File: src/rtl/mac_seq_ctrl.sv
// Layer-job sequencer for a single mac_unit PE: clears the PE, streams K operand pairs,
// injects the bias, waits out relu/quantise, captures the result and repeats for N outputs.
module mac_seq_ctrl #(
    parameter int ADDR_W = 16,
    parameter int LEN_W  = 12,
    parameter int CNT_W  = 16
) (
    input  logic              clk,
    input  logic              rst_n,
    input  logic              start_i,
    input  logic [3:0]        cfg_conv_num_i,
    input  logic              cfg_relu_en_i,
    input  logic              cfg_partial_en_i,
    input  logic [LEN_W-1:0]  cfg_kernel_len_i,
    input  logic [CNT_W-1:0]  cfg_num_out_i,
    input  logic [ADDR_W-1:0] cfg_feat_base_i,
    input  logic [ADDR_W-1:0] cfg_wgt_base_i,
    input  logic [ADDR_W-1:0] cfg_bias_base_i,
    output logic              feat_rd_o,
    output logic              wgt_rd_o,
    output logic [ADDR_W-1:0] feat_addr_o,
    output logic [ADDR_W-1:0] wgt_addr_o,
    output logic              rst_n_pe_o,
    output logic              feature_valid_o,
    output logic              weight_valid_o,
    output logic              relu_en_o,
    output logic              partial_en_o,
    output logic [3:0]        conv_num_o,
    output logic              out_valid_o,
    output logic [CNT_W-1:0]  out_idx_o,
    output logic              busy_o,
    output logic              done_o
);

    typedef enum logic [2:0] {
        S_IDLE,
        S_CLEAR,
        S_MAC,
        S_BIAS,
        S_WAIT,
        S_CAPTURE,
        S_DONE
    } state_t;

    localparam logic [ADDR_W-1:0] ADDR_ONE = ADDR_W'(1);
    localparam logic [LEN_W-1:0]  LEN_ONE  = LEN_W'(1);
    localparam logic [CNT_W-1:0]  CNT_ONE  = CNT_W'(1);

    state_t            state_q;
    logic [LEN_W-1:0]  kernel_len_q;
    logic [LEN_W-1:0]  k_q;
    logic [CNT_W-1:0]  num_out_q;
    logic [CNT_W-1:0]  n_q;
    logic [1:0]        wait_q;
    logic [ADDR_W-1:0] feat_base_q;
    logic [ADDR_W-1:0] wgt_ptr_q;
    logic [ADDR_W-1:0] bias_ptr_q;

    logic              feat_rd_q;
    logic              wgt_rd_q;
    logic [ADDR_W-1:0] feat_addr_q;
    logic [ADDR_W-1:0] wgt_addr_q;
    logic              rst_n_pe_q;
    logic              feature_valid_q;
    logic              weight_valid_q;
    logic              relu_en_q;
    logic              partial_en_q;
    logic [3:0]        conv_num_q;
    logic              out_valid_q;
    logic [CNT_W-1:0]  out_idx_q;
    logic              busy_q;
    logic              done_q;

    logic k_zero;
    logic last_k;
    logic last_n;

    assign k_zero = (kernel_len_q == '0);
    assign last_k = (k_q == kernel_len_q - LEN_ONE);
    assign last_n = (n_q == num_out_q - CNT_ONE);

    // Weight and bias pointers post-increment on every issue, so weights stay contiguous
    // across outputs (wgt_base + n*K + k) without a multiplier.
    always_ff @(posedge clk or negedge rst_n) begin
        if (!rst_n) begin
            state_q         <= S_IDLE;
            kernel_len_q    <= '0;
            k_q             <= '0;
            num_out_q       <= '0;
            n_q             <= '0;
            wait_q          <= '0;
            feat_base_q     <= '0;
            wgt_ptr_q       <= '0;
            bias_ptr_q      <= '0;
            feat_rd_q       <= 1'b0;
            wgt_rd_q        <= 1'b0;
            feat_addr_q     <= '0;
            wgt_addr_q      <= '0;
            rst_n_pe_q      <= 1'b0;
            feature_valid_q <= 1'b0;
            weight_valid_q  <= 1'b0;
            relu_en_q       <= 1'b0;
            partial_en_q    <= 1'b0;
            conv_num_q      <= '0;
            out_valid_q     <= 1'b0;
            out_idx_q       <= '0;
            busy_q          <= 1'b0;
            done_q          <= 1'b0;
        end else begin
            feature_valid_q <= feat_rd_q;
            weight_valid_q  <= wgt_rd_q;
            feat_rd_q       <= 1'b0;
            wgt_rd_q        <= 1'b0;
            out_valid_q     <= 1'b0;
            done_q          <= 1'b0;

            case (state_q)
                S_IDLE: begin
                    busy_q     <= 1'b0;
                    rst_n_pe_q <= 1'b0;
                    if (start_i) begin
                        kernel_len_q <= cfg_kernel_len_i;
                        num_out_q    <= cfg_num_out_i;
                        feat_base_q  <= cfg_feat_base_i;
                        wgt_ptr_q    <= cfg_wgt_base_i;
                        bias_ptr_q   <= cfg_bias_base_i;
                        relu_en_q    <= cfg_relu_en_i;
                        partial_en_q <= cfg_partial_en_i;
                        conv_num_q   <= cfg_conv_num_i;
                        n_q          <= '0;
                        busy_q       <= 1'b1;
                        state_q      <= S_CLEAR;
                    end
                end

                S_CLEAR: begin
                    if (num_out_q == '0) begin
                        done_q  <= 1'b1;
                        state_q <= S_DONE;
                    end else if (k_zero) begin
                        wgt_rd_q   <= 1'b1;
                        wgt_addr_q <= bias_ptr_q;
                        bias_ptr_q <= bias_ptr_q + ADDR_ONE;
                        rst_n_pe_q <= 1'b1;
                        state_q    <= S_BIAS;
                    end else begin
                        k_q         <= '0;
                        feat_rd_q   <= 1'b1;
                        wgt_rd_q    <= 1'b1;
                        feat_addr_q <= feat_base_q;
                        wgt_addr_q  <= wgt_ptr_q;
                        wgt_ptr_q   <= wgt_ptr_q + ADDR_ONE;
                        rst_n_pe_q  <= 1'b1;
                        state_q     <= S_MAC;
                    end
                end

                S_MAC: begin
                    if (last_k) begin
                        wgt_rd_q   <= 1'b1;
                        wgt_addr_q <= bias_ptr_q;
                        bias_ptr_q <= bias_ptr_q + ADDR_ONE;
                        state_q    <= S_BIAS;
                    end else begin
                        k_q         <= k_q + LEN_ONE;
                        feat_rd_q   <= 1'b1;
                        wgt_rd_q    <= 1'b1;
                        feat_addr_q <= feat_addr_q + ADDR_ONE;
                        wgt_addr_q  <= wgt_ptr_q;
                        wgt_ptr_q   <= wgt_ptr_q + ADDR_ONE;
                    end
                end

                S_BIAS: begin
                    wait_q  <= '0;
                    state_q <= S_WAIT;
                end

                // Three idle cycles cover the PE bias, relu and work steps.
                S_WAIT: begin
                    if (wait_q == 2'd2) begin
                        out_valid_q <= 1'b1;
                        out_idx_q   <= n_q;
                        rst_n_pe_q  <= 1'b0;
                        state_q     <= S_CAPTURE;
                    end else begin
                        wait_q <= wait_q + 2'd1;
                    end
                end

                S_CAPTURE: begin
                    if (last_n) begin
                        done_q  <= 1'b1;
                        state_q <= S_DONE;
                    end else begin
                        n_q        <= n_q + CNT_ONE;
                        rst_n_pe_q <= 1'b1;
                        if (k_zero) begin
                            wgt_rd_q   <= 1'b1;
                            wgt_addr_q <= bias_ptr_q;
                            bias_ptr_q <= bias_ptr_q + ADDR_ONE;
                            state_q    <= S_BIAS;
                        end else begin
                            k_q         <= '0;
                            feat_rd_q   <= 1'b1;
                            wgt_rd_q    <= 1'b1;
                            feat_addr_q <= feat_base_q;
                            wgt_addr_q  <= wgt_ptr_q;
                            wgt_ptr_q   <= wgt_ptr_q + ADDR_ONE;
                            state_q     <= S_MAC;
                        end
                    end
                end

                S_DONE: begin
                    busy_q  <= 1'b0;
                    state_q <= S_IDLE;
                end

                default: begin
                    busy_q     <= 1'b0;
                    rst_n_pe_q <= 1'b0;
                    state_q    <= S_IDLE;
                end
            endcase
        end
    end

    assign feat_rd_o       = feat_rd_q;
    assign wgt_rd_o        = wgt_rd_q;
    assign feat_addr_o     = feat_addr_q;
    assign wgt_addr_o      = wgt_addr_q;
    assign rst_n_pe_o      = rst_n_pe_q;
    assign feature_valid_o = feature_valid_q;
    assign weight_valid_o  = weight_valid_q;
    assign relu_en_o       = relu_en_q;
    assign partial_en_o    = partial_en_q;
    assign conv_num_o      = conv_num_q;
    assign out_valid_o     = out_valid_q;
    assign out_idx_o       = out_idx_q;
    assign busy_o          = busy_q;
    assign done_o          = done_q;

endmodule

File: config.mk
export PLATFORM = sky130hd
export DESIGN_NAME = mac_seq_ctrl
export DESIGN_NICKNAME = d
export VERILOG_FILES = /design/src/rtl/mac_seq_ctrl.sv
export SDC_FILE = /design/constraint.sdc
export NUM_CORES = 1
export LEC_CHECK = 0
export ABC_CLOCK_PERIOD_IN_PS = 2600
export BUFFER_PORTS_ARGS = -buffer_cell sky130_fd_sc_hd__buf_2
export CORE_MARGIN = 10
export CORE_UTILIZATION = 45
export CTS_BUF_LIST = sky130_fd_sc_hd__clkbuf_2
export CTS_CLUSTER_DIAMETER = 150
export DETAILED_ROUTE_END_ITERATION = 8
export HOLD_SLACK_MARGIN = 0.03
export PLACE_DENSITY = 0.69
export RECOVER_POWER = 100
export SLEW_MARGIN = 25
export SYNTH_ARGS = -nofsm -noshare
export SYNTH_HDL_FRONTEND = slang
export SYNTH_SLANG_ARGS = --single-unit
File: constraint.sdc
create_clock -name clk -period 2.6 [get_ports clk]
set_input_delay 0.26 -clock clk [delete_from_list [all_inputs] [get_ports clk]]
set_output_delay 0.26 -clock clk [all_outputs]
set_load 0.05 [all_outputs]
==> out/results.tsv <==
stage	metric	value	unit
status	status	finished, violations left	
status	failing checks	setup timing	
worst_setup_path	Crit. path cell count	11	
worst_setup_path	end point of the critical path	bias_ptr_q[2]	
yosys	most instantiated library cell after synthesis	nand2_1	
worst_setup_path	crit path max fanout	8	
sta	Fin. Hold Viols	0	
pwr	clock power share	8.3	%
yosys	FFs w/ async S/R, synth	100.0	%
worst_setup_path	crit-path max cell delay	0.59	ns
clocking	Clock Tree Root	clkbuf_2	
layout	area grow syn2layout	37.20	%
placement	port bufs	146	
yosys	sequential-to-total area share from yosys stat	46.14	%
yosys	syn_area_per_cell	8.824	sq um
clocking	CTS tree	yes	
detailed_routing	Vias	8975	
floorplanning	Die Area	0.02675	sq mm
pwr	Int Pwr	7.674	mW
worst_setup_path	Reg2Reg Capture Point	bias_ptr_q[2]	
sta	Max Clock Freq	0.3416	GHz
hold_path	Hold Path Cell Cnt	4	
clocking	clk_lat worst skew	0.78	ns
sta	skew final	0.05941	ns
yosys	Syn Inst Count	1051	
pwr	Sw Ratio	50.62	%
clocking	clock-pin slew on the worst setup and hold paths	0.30	ns
floorplanning	Cell Rows	52	
floorplanning	die span in x	163.6	um
worst_setup_path	crit path max-delay cell type	or4_4	
worst_setup_path	reg2reg path depth	11	
yosys	top post-synthesis cells by area	dfrtp_1 (46%), nand2_1 (9.5%), a21oi_1 (3.7%), o21ai_0 (3.5%), mux2i_1 (2.6%)	
placement	post-DP HPWL	18.12	mm
floorplanning	effective utilization at floorplan	45.83	%
clocking	clock sinks	171	
pwr	VDD IR max	0.0005568	V
yosys	multiplexer share of the synthesized area	4.533	%
global_route	total grt overflow	0	
detailed_routing	DR pass1 iterations	5	
global_route	initial antenna violation count	1	
worst_setup_path	crit path capture type	register	
placement	DP Cell Count	1499	
worst_setup_path	Reg2Reg Setup Slack	-0.33	ns
global_route	first-pass GRT wire length	44.05	mm
layout	final core occ	62.88	%
sta	Worst-Margin Slew	1.294	ns
floorplanning	Die Ht	163.6	um
floorplanning	I/O Pins	147	
worst_setup_path	cell family with most CP delay	compound AO/OA/AOI/OAI gates	
yosys	EDFF count, synth	0	
yosys	top cell type's share of synthesized area	46.14	%
floorplanning	core area	0.02023	sq mm
sta	clock period minus worst slack	2.928	ns
detailed_routing	final WL	27.50	mm
yosys	cell taking the most area after synthesis	dfrtp_1	
layout	share of cells above drive strength 1	31.36	%
clocking	TritonCTS buffer count	17	
sta	final period utilization	112.6	%
detailed_routing	Iter 0 DRT Violations	630	
job	Max Cap Viol	0	
worst_setup_path	Startpoint Class	register	
yosys	Synth warnings	0	
worst_setup_path	CP startpoint	kernel_len_q[0]	
detailed_routing	vias per cell	5.469	
detailed_routing	antenna-violating nets left	0	
worst_setup_path	r2r startpoint	kernel_len_q[0]	
yosys	dominant synthesized flop cell	dfrtp_1	
yosys	adder-cell share of the synthesized area	1.079	%
sta	Slew HR	13.71	%
sta	final setup violation count	92	
yosys	post-synthesis compound-gate area fraction	16.49	%
yosys	largest family of logic cells by synthesized area	simple AND/OR/NAND/NOR gates	
worst_setup_path	Critical Path AT	3.60	ns
worst_setup_path	Critical Path RT	3.28	ns
global_route	pin count of the biggest net entering global routing	50	
pwr	Psw	7.866	mW
placement	Final GP Congestion	0.9114	
layout	Final #Nets	1448	
worst_setup_path	crit path kind	register to register	
sta	Slew Viols, Final	0	
layout	Final Non-Filler Cells	1641	
clocking	CTS Buffer Depth	2	
clocking	H-tree depth	4	
sta	Final WS setup	-0.3275	ns
yosys	Post-Synth XOR/XNOR Area	3.967	%
sta	RSZ-0062 raised after global routing	yes	
yosys	post-synthesis cell area	0.009274	sq mm
pwr	combinational power share	60.6	%
pwr	pwr dens	1221	mW/mm^2
pwr	Reg power frac	31.1	%
global_route	GR Util All Layers	19.98	%
yosys	simple-gate portion of the synthesized area	23.70	%
global_route	number of global-route vias before repair	8818	
worst_setup_path	critical path, cell by cell	buf_6 -> or4_4 -> nor2_4 -> o32ai_2 -> a221oi_2 -> nor4b_4 -> buf_4 -> o211ai_4 -> clkbuf_16 -> nor2_1 -> o22a_1	
detailed_routing	drt wl/cell	16.76	um
yosys	post-synth net total	1144	
yosys	Post-synth top cells	nand2_1 (235), dfrtp_1 (171), a21oi_1 (68)	
pwr	P_leak	5.788	nW
hold_path	Min-Delay Path Class	input port to register	
yosys	post-synth cell types	74	
detailed_routing	# DRC	0	
worst_setup_path	WP buf/inv	3	
pwr	Overall Power	15.54	mW
yosys	register bit total from synthesis	171	
-- how the worst min path moves through the flow --
stage	start	to	slack (ns)
2_1_floorplan	rst_n	bias_ptr_q[0]	-0.04
3_3_place_gp	rst_n	out_valid_o	0.26
3_5_place_dp	rst_n	out_valid_o	0.27
4_1_cts	cfg_feat_base_i[15]	feat_base_q[15]	0.13
5_1_grt	cfg_feat_base_i[8]	feat_base_q[8]	0.13
6_report	cfg_feat_base_i[12]	feat_base_q[12]	0.18
-- per-layer routing --
layer	vias up	track usage, %	wire [um]
met3	48	3.574	1401
met2	243	33.47	13730
li1	4320	-	-
met1	4364	25.30	11690
met4	0	7.230	677
met5	-	0	0
-- power by group through the flow --
stage	clock network, mW	registers [mW]	logic [mW]
2_1_floorplan	0	5.91	4.75
3_3_place_gp	0	4.77	8.14
3_5_place_dp	0	4.81	8.31
4_1_cts	1.34	4.76	8.86
5_1_grt	1.44	4.99	10.3
6_report	1.29	4.83	9.42
-- flip-flops by register name, indices dropped and copies added (netlist names), 2 cells and up --
name	count
num_out_q	16
wait_q	2
conv_num_o	4
feat_base_q	16
n_q	16
kernel_len_q	12
wgt_ptr_q	16
bias_ptr_q	16
wgt_addr_o	16
state_q	3
k_q	12
feat_addr_o	16
out_idx_o	16
-- metrics by stage --
stage | TNS, ns | worst slack [ns] | area (sq um) | hold slack (ns)
3_3_place_gp | -18.33 | -0.3037 | 10980 | 0.2626
2_1_floorplan | -7.432 | -0.1716 | 9434 | -0.03559
4_1_cts | -15.40 | -0.2790 | 12430 | 0.1261
3_5_place_dp | -25.25 | -0.4007 | 10980 | 0.2684
5_1_grt | -26.87 | -0.4383 | 12720 | 0.1286
6_report | -14.64 | -0.3275 | 12720 | 0.1794
-- layout make-up --
class	count	area (sq um)
diodes	3	7.507
clock buffers	18	90.09
clock inverters	14	110.1
fillers	1719	7511
inverters	28	105.1
multi-input cells	793	5189
flip-flops and latches	171	4282
well taps	270	337.8
repair buffers	344	2603
-- cell usage in the layout, fill, tap and decap left out, drive strengths merged, types with 4 or more instances in the layout --
| cell | instances |
|---|---|
| nand3 | 49 |
| clkbuf | 29 |
| nand2 | 235 |
| o22ai | 19 |
| or3 | 11 |
| nor2 | 63 |
| nand2b | 8 |
| dlygate4sd3 | 85 |
| and2 | 5 |
| nor3b | 4 |
| nor3 | 21 |
| mux2 | 16 |
| nand4 | 13 |
| xnor2 | 23 |
| a31oi | 21 |
| a21oi | 73 |
| buf | 248 |
| o22a | 6 |
| o21ai | 73 |
| o211ai | 8 |
| dfrtp | 171 |
| ha | 8 |
| nand4b | 4 |
| clkinvlp | 5 |
| and3 | 15 |
| xor2 | 19 |
| or4 | 8 |
| a21boi | 7 |
| and4 | 6 |
| inv | 34 |
| a31o | 5 |
| nor4 | 10 |
| mux2i | 24 |
-- worst reg2reg max path: stages (launching register included) --
cell and delay, ns:
dfrtp_1 0.46, buf_6 0.13, or4_4 0.59, nor2_4 0.15, o32ai_2 0.09, a221oi_2 0.38, nor4b_4 0.11, buf_4 0.17
o211ai_4 0.31, clkbuf_16 0.25, nor2_1 0.05, o22a_1 0.18
-- repair_timing --
action,4_1_cts,5_1_grt
endpoints found under the setup margin,95,99
cloned,2,2
endpoints found under the hold margin,255,0
resized for setup,48,63
pin swaps,41,15
buffers inserted,14,4
hold buffers,86,0
-- cell families (layout without fill, tap and decap cells) --
group | count (synthesis) | count (layout)
and+or+nand+nor | 463 | 463
AOI/OAI and AO/OA | 238 | 240
DFF | 171 | 171
buffers and inverters | 89 | 404
xor gates and xnor gates | 42 | 42
muxes | 40 | 40
adders and majority gates | 8 | 8
other | 0 | 3
Note: power is estimated with default switching activity, not from simulation.
